[src/rtl/serial_subtractor_if.sv]
// Operand/result handshake bundle for the bit-serial subtractor.
// master drives operands and result acceptance; slave is the datapath.
interface serial_subtractor_if #(
  parameter int WIDTH = 32
);
  logic             in_valid;
  logic             in_ready;
  logic [WIDTH-1:0] a;
  logic [WIDTH-1:0] b;
  logic             out_valid;
  logic             out_ready;
  logic [WIDTH-1:0] diff;
  logic             borrow;

  modport master (
    output in_valid, a, b, out_ready,
    input  in_ready, out_valid, diff, borrow
  );

  modport slave (
    input  in_valid, a, b, out_ready,
    output in_ready, out_valid, diff, borrow
  );
endinterface

[src/rtl/serial_subtractor.sv]
// Bit-serial unsigned subtractor: one bit per cycle, LSB first.
// Result emerges after WIDTH cycles and is held until handshaken.
module serial_subtractor #(
  parameter int WIDTH = 32
) (
  input logic                clk,
  input logic                rst,
  serial_subtractor_if.slave s
);
  typedef enum logic [1:0] {
    IDLE,
    RUN,
    DONE
  } state_t;

  localparam int CW = $clog2(WIDTH) + 1;
  localparam logic [CW-1:0] LAST = CW'(WIDTH - 1);

  state_t           st;
  logic [WIDTH-1:0] ra;
  logic [WIDTH-1:0] rb;
  logic [WIDTH-1:0] res;
  logic             bf;
  logic [CW-1:0]    cnt;
  logic             rdy;
  logic             vld;

  logic ai;
  logic bi;
  logic d;
  logic bout;

  assign ai   = ra[0];
  assign bi   = rb[0];
  assign d    = ai ^ bi ^ bf;
  assign bout = (~ai & bi) | (~(ai ^ bi) & bf);

  assign s.in_ready  = rdy;
  assign s.out_valid = vld;
  assign s.diff      = res;
  assign s.borrow    = bf;

  always_ff @(posedge clk) begin
    if (rst) begin
      st  <= IDLE;
      ra  <= '0;
      rb  <= '0;
      res <= '0;
      bf  <= 1'b0;
      cnt <= '0;
      rdy <= 1'b1;
      vld <= 1'b0;
    end else begin
      unique case (st)
        IDLE: begin
          if (s.in_valid) begin
            ra  <= s.a;
            rb  <= s.b;
            res <= '0;
            bf  <= 1'b0;
            cnt <= '0;
            rdy <= 1'b0;
            st  <= RUN;
          end
        end
        RUN: begin
          // difference bits enter at the MSB and walk down to bit 0
          res <= {d, res[WIDTH-1:1]};
          ra  <= ra >> 1;
          rb  <= rb >> 1;
          bf  <= bout;
          cnt <= cnt + CW'(1);
          if (cnt == LAST) begin
            vld <= 1'b1;
            st  <= DONE;
          end
        end
        DONE: begin
          if (s.out_ready) begin
            res <= '0;
            bf  <= 1'b0;
            cnt <= '0;
            vld <= 1'b0;
            rdy <= 1'b1;
            st  <= IDLE;
          end
        end
        default: begin
          st  <= IDLE;
          rdy <= 1'b1;
          vld <= 1'b0;
        end
      endcase
    end
  end
endmodule

[src/flat_wrapper.sv]
// flat-port wrapper written by rule: the top's interface ports become plain ports
module serial_subtractor_flat 
#(
  parameter int WIDTH = 32
)
  (clk, rst, s_in_valid, s_a, s_b, s_out_ready, s_in_ready, s_out_valid, s_diff, s_borrow);
  serial_subtractor_if #(.WIDTH(WIDTH)) s_i ();
  input logic clk;
  input logic rst;
  input wire logic [$bits(s_i.in_valid)-1:0] s_in_valid;
  input wire logic [$bits(s_i.a)-1:0] s_a;
  input wire logic [$bits(s_i.b)-1:0] s_b;
  input wire logic [$bits(s_i.out_ready)-1:0] s_out_ready;
  output wire logic [$bits(s_i.in_ready)-1:0] s_in_ready;
  output wire logic [$bits(s_i.out_valid)-1:0] s_out_valid;
  output wire logic [$bits(s_i.diff)-1:0] s_diff;
  output wire logic [$bits(s_i.borrow)-1:0] s_borrow;
  assign s_i.in_valid = s_in_valid;
  assign s_i.a = s_a;
  assign s_i.b = s_b;
  assign s_i.out_ready = s_out_ready;
  assign s_in_ready = s_i.in_ready;
  assign s_out_valid = s_i.out_valid;
  assign s_diff = s_i.diff;
  assign s_borrow = s_i.borrow;
  serial_subtractor #(.WIDTH(WIDTH)) u_core (.clk(clk), .rst(rst), .s(s_i));
endmodule
[config.mk]
export PLATFORM = sky130hd
export DESIGN_NAME = serial_subtractor_flat
export DESIGN_NICKNAME = d
export VERILOG_FILES = /design/src/rtl/serial_subtractor_if.sv /design/src/rtl/serial_subtractor.sv /design/src/flat_wrapper.sv
export SDC_FILE = /design/constraint.sdc
export NUM_CORES = 1
export LEC_CHECK = 0
export ABC_AREA = 1
export BUFFER_PORTS_ARGS = -buffer_cell sky130_fd_sc_hd__buf_2
export CAP_MARGIN = 25
export CORE_MARGIN = 2
export CORE_UTILIZATION = 57
export CTS_CLUSTER_SIZE = 16
export DETAILED_ROUTE_END_ITERATION = 10
export GPL_TIMING_DRIVEN = 0
export PLACE_DENSITY = 0.91
export SKIP_CTS_REPAIR_TIMING = 1
export SKIP_LAST_GASP = 1
export SLEW_MARGIN = 20
export SYNTH_ARGS = -nofsm -noshare
export SYNTH_HDL_FRONTEND = slang
export SYNTH_SLANG_ARGS = --single-unit
[constraint.sdc]
create_clock -name clk -period 3.3 [get_ports clk]
set_input_delay 0.165 -clock clk [delete_from_list [all_inputs] [get_ports clk]]
set_output_delay 0.165 -clock clk [all_outputs]
set_load 0.02 [all_outputs]
==> impl_metrics.ini, run 1 <==
[outcome]
status = finished clean

[worst_hold_path]
hold_path.startpoint = s_b[18]
min_path_cells = 3
min_delay_worst_endpoint = u_core.rb[18]$_SDFFE_PP0P_
classification_of_the_worst_slack_hold_path = primary input to flip-flop

[critical_path]
crit_path_cell_trace = o21ai_2, inv_2, buf_2, o21ai_0, a21oi_1
crit_path_max_fanout = 10
worst_path_max_delay_cell = sky130_fd_sc_hd__dfxtp_1
worstSetupStartpointType = flip-flop
reg2reg_depth = 5
worst_r2r_endpoint = u_core.ra[5]$_SDFFE_PP0P_
worst_path_dominant_cell_family = compound AO/OA/AOI/OAI gates
timing.critical_path.to_type = flip-flop
cp_slowest_stage_delay_ns = 0.36
setup.reg_to_reg.worst_slack_ns = 1.88
cp_data_required_time_ns = 3.54
critical_path_buf_inv_count = 2
worst-setup-path-type = flip-flop to flip-flop
crit_arrival_ns = 1.66
critical_path.reg2reg.startpoint = u_core.st[0]$_SDFFE_PP0P_

[clock_network]
clock_insertion_delay_worst_skew_ns = 0.37
numCtsBuffers = 9
cts_max_level = 3
clock_sink_count = 107
clock_tree.buffer_depth = 2
cts_tree = done
root_buffer = sky130_fd_sc_hd__clkbuf_8
clock_edge_transition_at_the_registers_on_the_reported_setup_and_hold_paths_ns = 0.11

[yosys]
synth_edf_count = 0
synth_cell_count_leaders = sky130_fd_sc_hd__dfxtp_1, sky130_fd_sc_hd__a21oi_1, sky130_fd_sc_hd__o21ai_0
fraction_of_post_synthesis_cell_area_in_the_top_cell_type_by_area = 0.506
seq_area_frac_synth = 0.506
synth_area_per_cell_um2 = 8.34
yosys_top_cell_by_area = sky130_fd_sc_hd__dfxtp_1
yosysWarningCount = 0
async_reset_ff_frac = 0
count_of_unique_library_cells_instantiated_by_yosys = 20
synth_nets = 578
yosysMostFrequentCell = sky130_fd_sc_hd__dfxtp_1
synth.ff_latch_count = 107
ys.flop_type = sky130_fd_sc_hd__dfxtp_1
synth_cells = 508
post_synth_main_area_contributors = sky130_fd_sc_hd__dfxtp_1, sky130_fd_sc_hd__a21oi_1, sky130_fd_sc_hd__o22ai_1
netlist_area_um2 = 4240

[finish]
drive_gt1_frac = 0.257
final_nets = 691
diodes = 0
area_growth_syn_to_layout_pct = 20.1

[placed_design]
globalplace.congestion = 0.822
io_buffers = 102
pre_cts_slack_ns = 1.95
dpl.hpwl_mm = 7.37

[sta]
worst_pin_slew_ns = 0.484
final_hold_viol_count = 0
final_max_slew_viol_count = 0
finClkSkew_ns = 0.0106
setup_violations = 0
fmax_mhz = 705
finalWorstPathRequiredPeriod_ns = 1.42
finalWorstSetupSlack_ns = 1.88
grt_setup_unrepaired = false
part_of_the_cycle_the_worst_path_needs = 0.430
final.setup.tns_ns = 0
maxSlewHeadroom = 0.677

[grt]
antenna_violations_before_repair = 0
grt_max_degree = 19
number_of_global_route_vias_before_repair = 3803
global_route_usage_sum = 0.255
gr-total-overflow = 0
grt_pass1_wl_mm = 17.2

[power_and_ir_drop]
maximum_ir_drop_on_the_vdd_rail_mv = 0.279
internal-power_w = 0.00194
comb_power_share = 0.139
netSwitchingPower_w = 0.000724
total_leakage_power_nw = 2.09
p_clk_frac = 0.325
sw_frac_of_total = 0.272
power_frac_seq = 0.536
power-per-cell-area_nw_per_um2 = 523

[detailed_routing]
antenna_violating_nets_post_route = 0
drcViolationCount = 0
routed_via_density = 5.92
drt_pass1_iterations = 5
drt-initial-drc-count = 320
route.detailed.wl_per_inst_um = 14.9
num_vias = 4294
routed_wirelength_mm = 10.8

[floorplanning]
placement_rows = 31
dieArea_um2 = 8140
design.core.area_um2 = 7210
die_h_um = 90.2
die_w_um = 90.2
floorplan.initialDensity = 0.587
top_level_ports = 103

[run]
maxCapViolCount = 0
worst max path at each step:
stage                                       from                              end  slack (ns)  cells after the start
floorplan           u_core.s.borrow$_SDFFE_PP0P_   u_core.s.diff[31]$_SDFFE_PP0P_        2.11                      4
global placement       u_core.st[1]$_SDFFE_PP0P_  u_core.s.out_valid$_SDFFE_PP0P_        2.01                      6
detailed placement     u_core.st[1]$_SDFFE_PP0P_       u_core.rb[19]$_SDFFE_PP0P_        1.95                      6
CTS                    u_core.st[1]$_SDFFE_PP0P_        u_core.ra[5]$_SDFFE_PP0P_        1.93                      6
global route           u_core.st[1]$_SDFFE_PP0P_        u_core.st[1]$_SDFFE_PP0P_        1.81                      6
finish                 u_core.st[0]$_SDFFE_PP0P_        u_core.ra[5]$_SDFFE_PP0P_        1.88                      5
metrics by stage:
stage	hold slack, ns	cell area (um2)	power [W]	cells	util
finish	0.0706	5090	0.00266	725	0.705
global route	0.0668	5090	0.00276	725	0.705
CTS	0.0571	5090	0.00266	725	0.705
detailed placement	0.447	4870	0.00181	709	0.675
global placement	0.441	4870	0.00179	709	0.675
floorplan	0.325	4240	0.00169	508	-
cell type report:
| type | count | area (um2) |
|---|---|---|
| Clock buffer | 11 | 151 |
| Timing Repair Buffer | 102 | 510 |
| Clock inverter | 5 | 67.6 |
| Inverter | 14 | 52.6 |
| Sequential cell | 107 | 2140 |
| Tap cell | 99 | 124 |
| Multi-Input combinational cell | 339 | 1740 |
| Fill cell | 594 | 2130 |
| Buffer | 48 | 300 |
worst register-to-register path: cells and delay by family (launching register included):
| family | cells | cell delay (ns) |
|---|---|---|
| AO/OA/AOI/OAI | 3 | 0.60 |
| buffers and inverters | 2 | 0.35 |
| flip-flops | 1 | 0.36 |
state kept, by name (all words and copies together), names as in the netlist:
signal	count
u_core.s.borrow	1
u_core.s.diff	32
u_core.ra	32
u_core.cnt	6
u_core.rb	32
u_core.s.out_valid	1
u_core.st	2
u_core.s.in_ready	1
power groups by stage:
| stage | clock, W | combinational (W) | sequential [W] |
|---|---|---|---|
| finish | 0.000865 | 0.000371 | 0.00142 |
| global route | 0.000920 | 0.000407 | 0.00143 |
| CTS | 0.000870 | 0.000365 | 0.00142 |
| detailed placement | 0 | 0.000362 | 0.00145 |
| global placement | 0 | 0.000348 | 0.00145 |
| floorplan | 0 | 0.000251 | 0.00144 |
layout by cell type, fill, tap and decap left out:
cell type / synthesis / layout
sky130_fd_sc_hd__nand3_2: 1 / 1
sky130_fd_sc_hd__buf_6: 7 / 7
sky130_fd_sc_hd__dfxtp_1: 107 / 107
sky130_fd_sc_hd__fa_1: 1 / 1
sky130_fd_sc_hd__nor3_1: 1 / 1
sky130_fd_sc_hd__nor2_1: 4 / 4
sky130_fd_sc_hd__nand3_1: 44 / 44
sky130_fd_sc_hd__buf_2: 18 / 120
sky130_fd_sc_hd__clkbuf_8: 0 / 11
sky130_fd_sc_hd__o22ai_1: 62 / 62
sky130_fd_sc_hd__o21ai_1: 3 / 3
sky130_fd_sc_hd__buf_4: 12 / 12
sky130_fd_sc_hd__o21ai_0: 64 / 64
sky130_fd_sc_hd__inv_2: 4 / 4
sky130_fd_sc_hd__clkbuf_1: 11 / 11
sky130_fd_sc_hd__inv_1: 10 / 10
sky130_fd_sc_hd__inv_8: 0 / 1
sky130_fd_sc_hd__ha_1: 1 / 1
sky130_fd_sc_hd__inv_6: 0 / 2
sky130_fd_sc_hd__nand2_1: 50 / 50
sky130_fd_sc_hd__bufinv_16: 0 / 1
sky130_fd_sc_hd__a21oi_1: 105 / 105
sky130_fd_sc_hd__clkinv_4: 0 / 1
sky130_fd_sc_hd__nand4_1: 2 / 2
sky130_fd_sc_hd__o21ai_2: 1 / 1
metal layers:
layer  share of wire  vias up  GRT usage
met1            0.43     2028      0.331
met2            0.49      182      0.420
met5               0        -          0
li1                -     2060          -
met4           0.018        0      0.104
met3           0.061       24     0.0453
kinds of logic after synthesis:
logic type | share of synthesized area
AND/OR/NAND/NOR | 0.106
buffers and inverters | 0.0833
AO/OA/AOI/OAI | 0.297
adder cells (fa/ha/maj) | 0.00768
flip-flops | 0.506
Note: power is estimated with default switching activity, not from simulation.
==> run 2, diff against run 1 <==
--- a/config.mk
+++ b/config.mk
@@ -9,11 +9,11 @@
 export BUFFER_PORTS_ARGS = -buffer_cell sky130_fd_sc_hd__buf_2
 export CAP_MARGIN = 25
 export CORE_MARGIN = 2
-export CORE_UTILIZATION = 57
+export CORE_UTILIZATION = 48
 export CTS_CLUSTER_SIZE = 16
 export DETAILED_ROUTE_END_ITERATION = 10
 export GPL_TIMING_DRIVEN = 0
-export PLACE_DENSITY = 0.91
+export PLACE_DENSITY = 0.83
 export SKIP_CTS_REPAIR_TIMING = 1
 export SKIP_LAST_GASP = 1
 export SLEW_MARGIN = 20
==> constraint.sdc (replaced) <==
create_clock -name clk -period 1.3 [get_ports clk]
set_input_delay 0.065 -clock clk [delete_from_list [all_inputs] [get_ports clk]]
set_output_delay 0.065 -clock clk [all_outputs]
set_load 0.02 [all_outputs]
==> run 2 against run 1 <==
Effect of this change:
- the run now ends with negative hold slack left
- combinational power increased to 2.6 times the previous value
- wire length increased by 0.79%
- first-iteration DRC count decreased by 5.0%
- die area increased by 18%
- count of clock-buffer cells in the layout unchanged
- register-to-register slack got worse by 1.9 ns
- sequential cell count unchanged
- non-clock buffer count increased by 9
- power increased by 140%
==> impl_metrics.ini, run 2 (synthesis results as in run 1) <==
[clock_network]
clock_edge_transition_at_the_registers_on_the_reported_setup_and_hold_paths_ns = 0.09
cts_tree = done
root_buffer = sky130_fd_sc_hd__clkbuf_8
clock_tree.buffer_depth = 2
cts_max_level = 3
numCtsBuffers = 9
clock_sink_count = 107
clock_insertion_delay_worst_skew_ns = 0.36

[power_and_ir_drop]
total_leakage_power_nw = 2.11
comb_power_share = 0.155
sw_frac_of_total = 0.271
power_frac_seq = 0.574
netSwitchingPower_w = 0.00171
maximum_ir_drop_on_the_vdd_rail_mv = 0.667
p_clk_frac = 0.271
totalPowerFinal_w = 0.00630
internal-power_w = 0.00459
power-per-cell-area_nw_per_um2 = 1220

[finish]
finalCoreUtilization = 0.599
fillerInstances = 768
drive_gt1_frac = 0.261
mostFrequentLayoutCell = sky130_fd_sc_hd__buf_2
layout_common_cells = sky130_fd_sc_hd__buf_2, sky130_fd_sc_hd__a21oi_1, sky130_fd_sc_hd__dfxtp_1
area_growth_syn_to_layout_pct = 22.1
multi_input_gate_area_um2 = 1760
final_nets = 700
diodes = 0
seq_area_um2 = 2150

[critical_path]
cp_common_cell = sky130_fd_sc_hd__clkbuf_4
crit_path_cell_trace = inv_1, clkbuf_4, clkbuf_4, o22ai_1, a21oi_1
crit_path_max_fanout = 10
worst_path_max_delay_cell = sky130_fd_sc_hd__dfxtp_4
cp_data_required_time_ns = 1.55
crit_arrival_ns = 1.52
worst-setup-path-type = flip-flop to flip-flop
worst_path_dominant_cell_family = buffers and inverters
worstSetupStartpointType = flip-flop
cp_slowest_stage_delay_ns = 0.39
critical_path_buf_inv_count = 3
timing.critical_path.to_type = flip-flop

[floorplanning]
die_w_um = 97.9
design.core.area_um2 = 8640
top_level_ports = 103
placement_rows = 34
die_h_um = 97.9
dieArea_um2 = 9590
floorplan.initialDensity = 0.490

[grt]
grt_met1_usage = 0.292
globalRoute.busiestLayer = met2
grt_pass1_wl_mm = 17.7
grt_util_met3 = 0.0594
number_of_global_route_vias_before_repair = 3847
global_route_usage_sum = 0.221
antenna_violations_before_repair = 0
globalRouteMet2Util = 0.362
grt_max_degree = 16
gr-total-overflow = 0

[sta]
part_of_the_cycle_the_worst_path_needs = 0.984
setup_violations = 0
fmax_mhz = 782
final_hold_viol_count = 20
timing.hold.ws_ns = -0.0170
finalWorstPathRequiredPeriod_ns = 1.28
finClkSkew_ns = 0.00945
worst_pin_slew_ns = 0.464
grt_setup_unrepaired = true
maxSlewHeadroom = 0.691
final_max_slew_viol_count = 0

[outcome]
failed_checks = negative hold slack
status = finished, violations left

[detailed_routing]
drt_pass1_iterations = 5
drt-initial-drc-count = 304
num_vias = 4251
route.detailed.wl_per_inst_um = 14.7
antenna_violating_nets_post_route = 0
drcViolationCount = 0
routed_wirelength_mm = 10.9
routed_via_density = 5.74

[placed_design]
globalplace.congestion = 0.848
io_buffers = 102
dpl.hpwl_mm = 7.60

[run]
maxCapViolCount = 0

[worst_hold_path]
classification_of_the_worst_slack_hold_path = primary input to flip-flop
## run 2: changes by cell type in the layout (fill, tap and decap cells not counted), sizes merged
cell	before	now
clkbuf	22	30
clkinvlp	0	1
bufinv	1	0
inv	17	13
buf	139	131
dlygate4sd3	0	9
clkinv	1	3
## run 2: final cells by class
type                    instances  area share
inverters                      14      0.0116
repair buffers                111       0.116
clock inverters                 3     0.00339
multi-input cells             339       0.339
flip-flops and latches        107       0.415
clock buffers                  11      0.0254
plain buffers                  48      0.0624
well taps                     108      0.0261
## run 2: final timing paths
check	to	slack, ns	cells after the start	start
setup reg to reg	u_core.rb[15]$_SDFFE_PP0P_	0.02	5	u_core.st[0]$_SDFFE_PP0P_
hold / removal	u_core.rb[27]$_SDFFE_PP0P_	-0.02	3	s_b[27]
setup / recovery	u_core.rb[15]$_SDFFE_PP0P_	0.02	5	u_core.st[0]$_SDFFE_PP0P_
hold reg to reg	u_core.s.out_valid$_SDFFE_PP0P_	0.46	2	u_core.s.out_valid$_SDFFE_PP0P_
## run 2: worst register-to-register path, stage by stage (launching register included)
cell                       delay [ns]
sky130_fd_sc_hd__dfxtp_4         0.39
sky130_fd_sc_hd__inv_1           0.07
sky130_fd_sc_hd__clkbuf_4        0.20
sky130_fd_sc_hd__clkbuf_4        0.22
sky130_fd_sc_hd__o22ai_1         0.20
sky130_fd_sc_hd__a21oi_1         0.10
## run 2: stage by stage
step                      cell area [um2]  cells  setup slack (ns)  TNS (ns)  hold slack [ns]
after floorplan                      4240    508             0.107         0            0.225
after global placement               4880    718          -0.00608  -0.00834            0.339
after detailed placement             4880    718           -0.0372    -0.181            0.346
after CTS                            5030    732           -0.0670     -1.74          -0.0277
after global routing                 5170    741           -0.0631     -1.39         -0.00244
final                                5170    741            0.0210         0          -0.0170
## run 2: power by group through the flow
stage	registers [W]	logic, W	clock network [W]
2_1_floorplan	0.00366	0.000637	0
3_3_place_gp	0.00367	0.000889	0
3_5_place_dp	0.00368	0.000925	0
4_1_cts	0.00360	0.000929	0.00173
5_1_grt	0.00364	0.00109	0.00188
6_report	0.00361	0.000978	0.00171
## run 2: per-layer routing
metal | up-vias | share of wire
li1 | 2076 | -
met1 | 2006 | 0.44
met2 | 154 | 0.48
met3 | 15 | 0.071
met4 | 0 | 0.014
met5 | - | 0
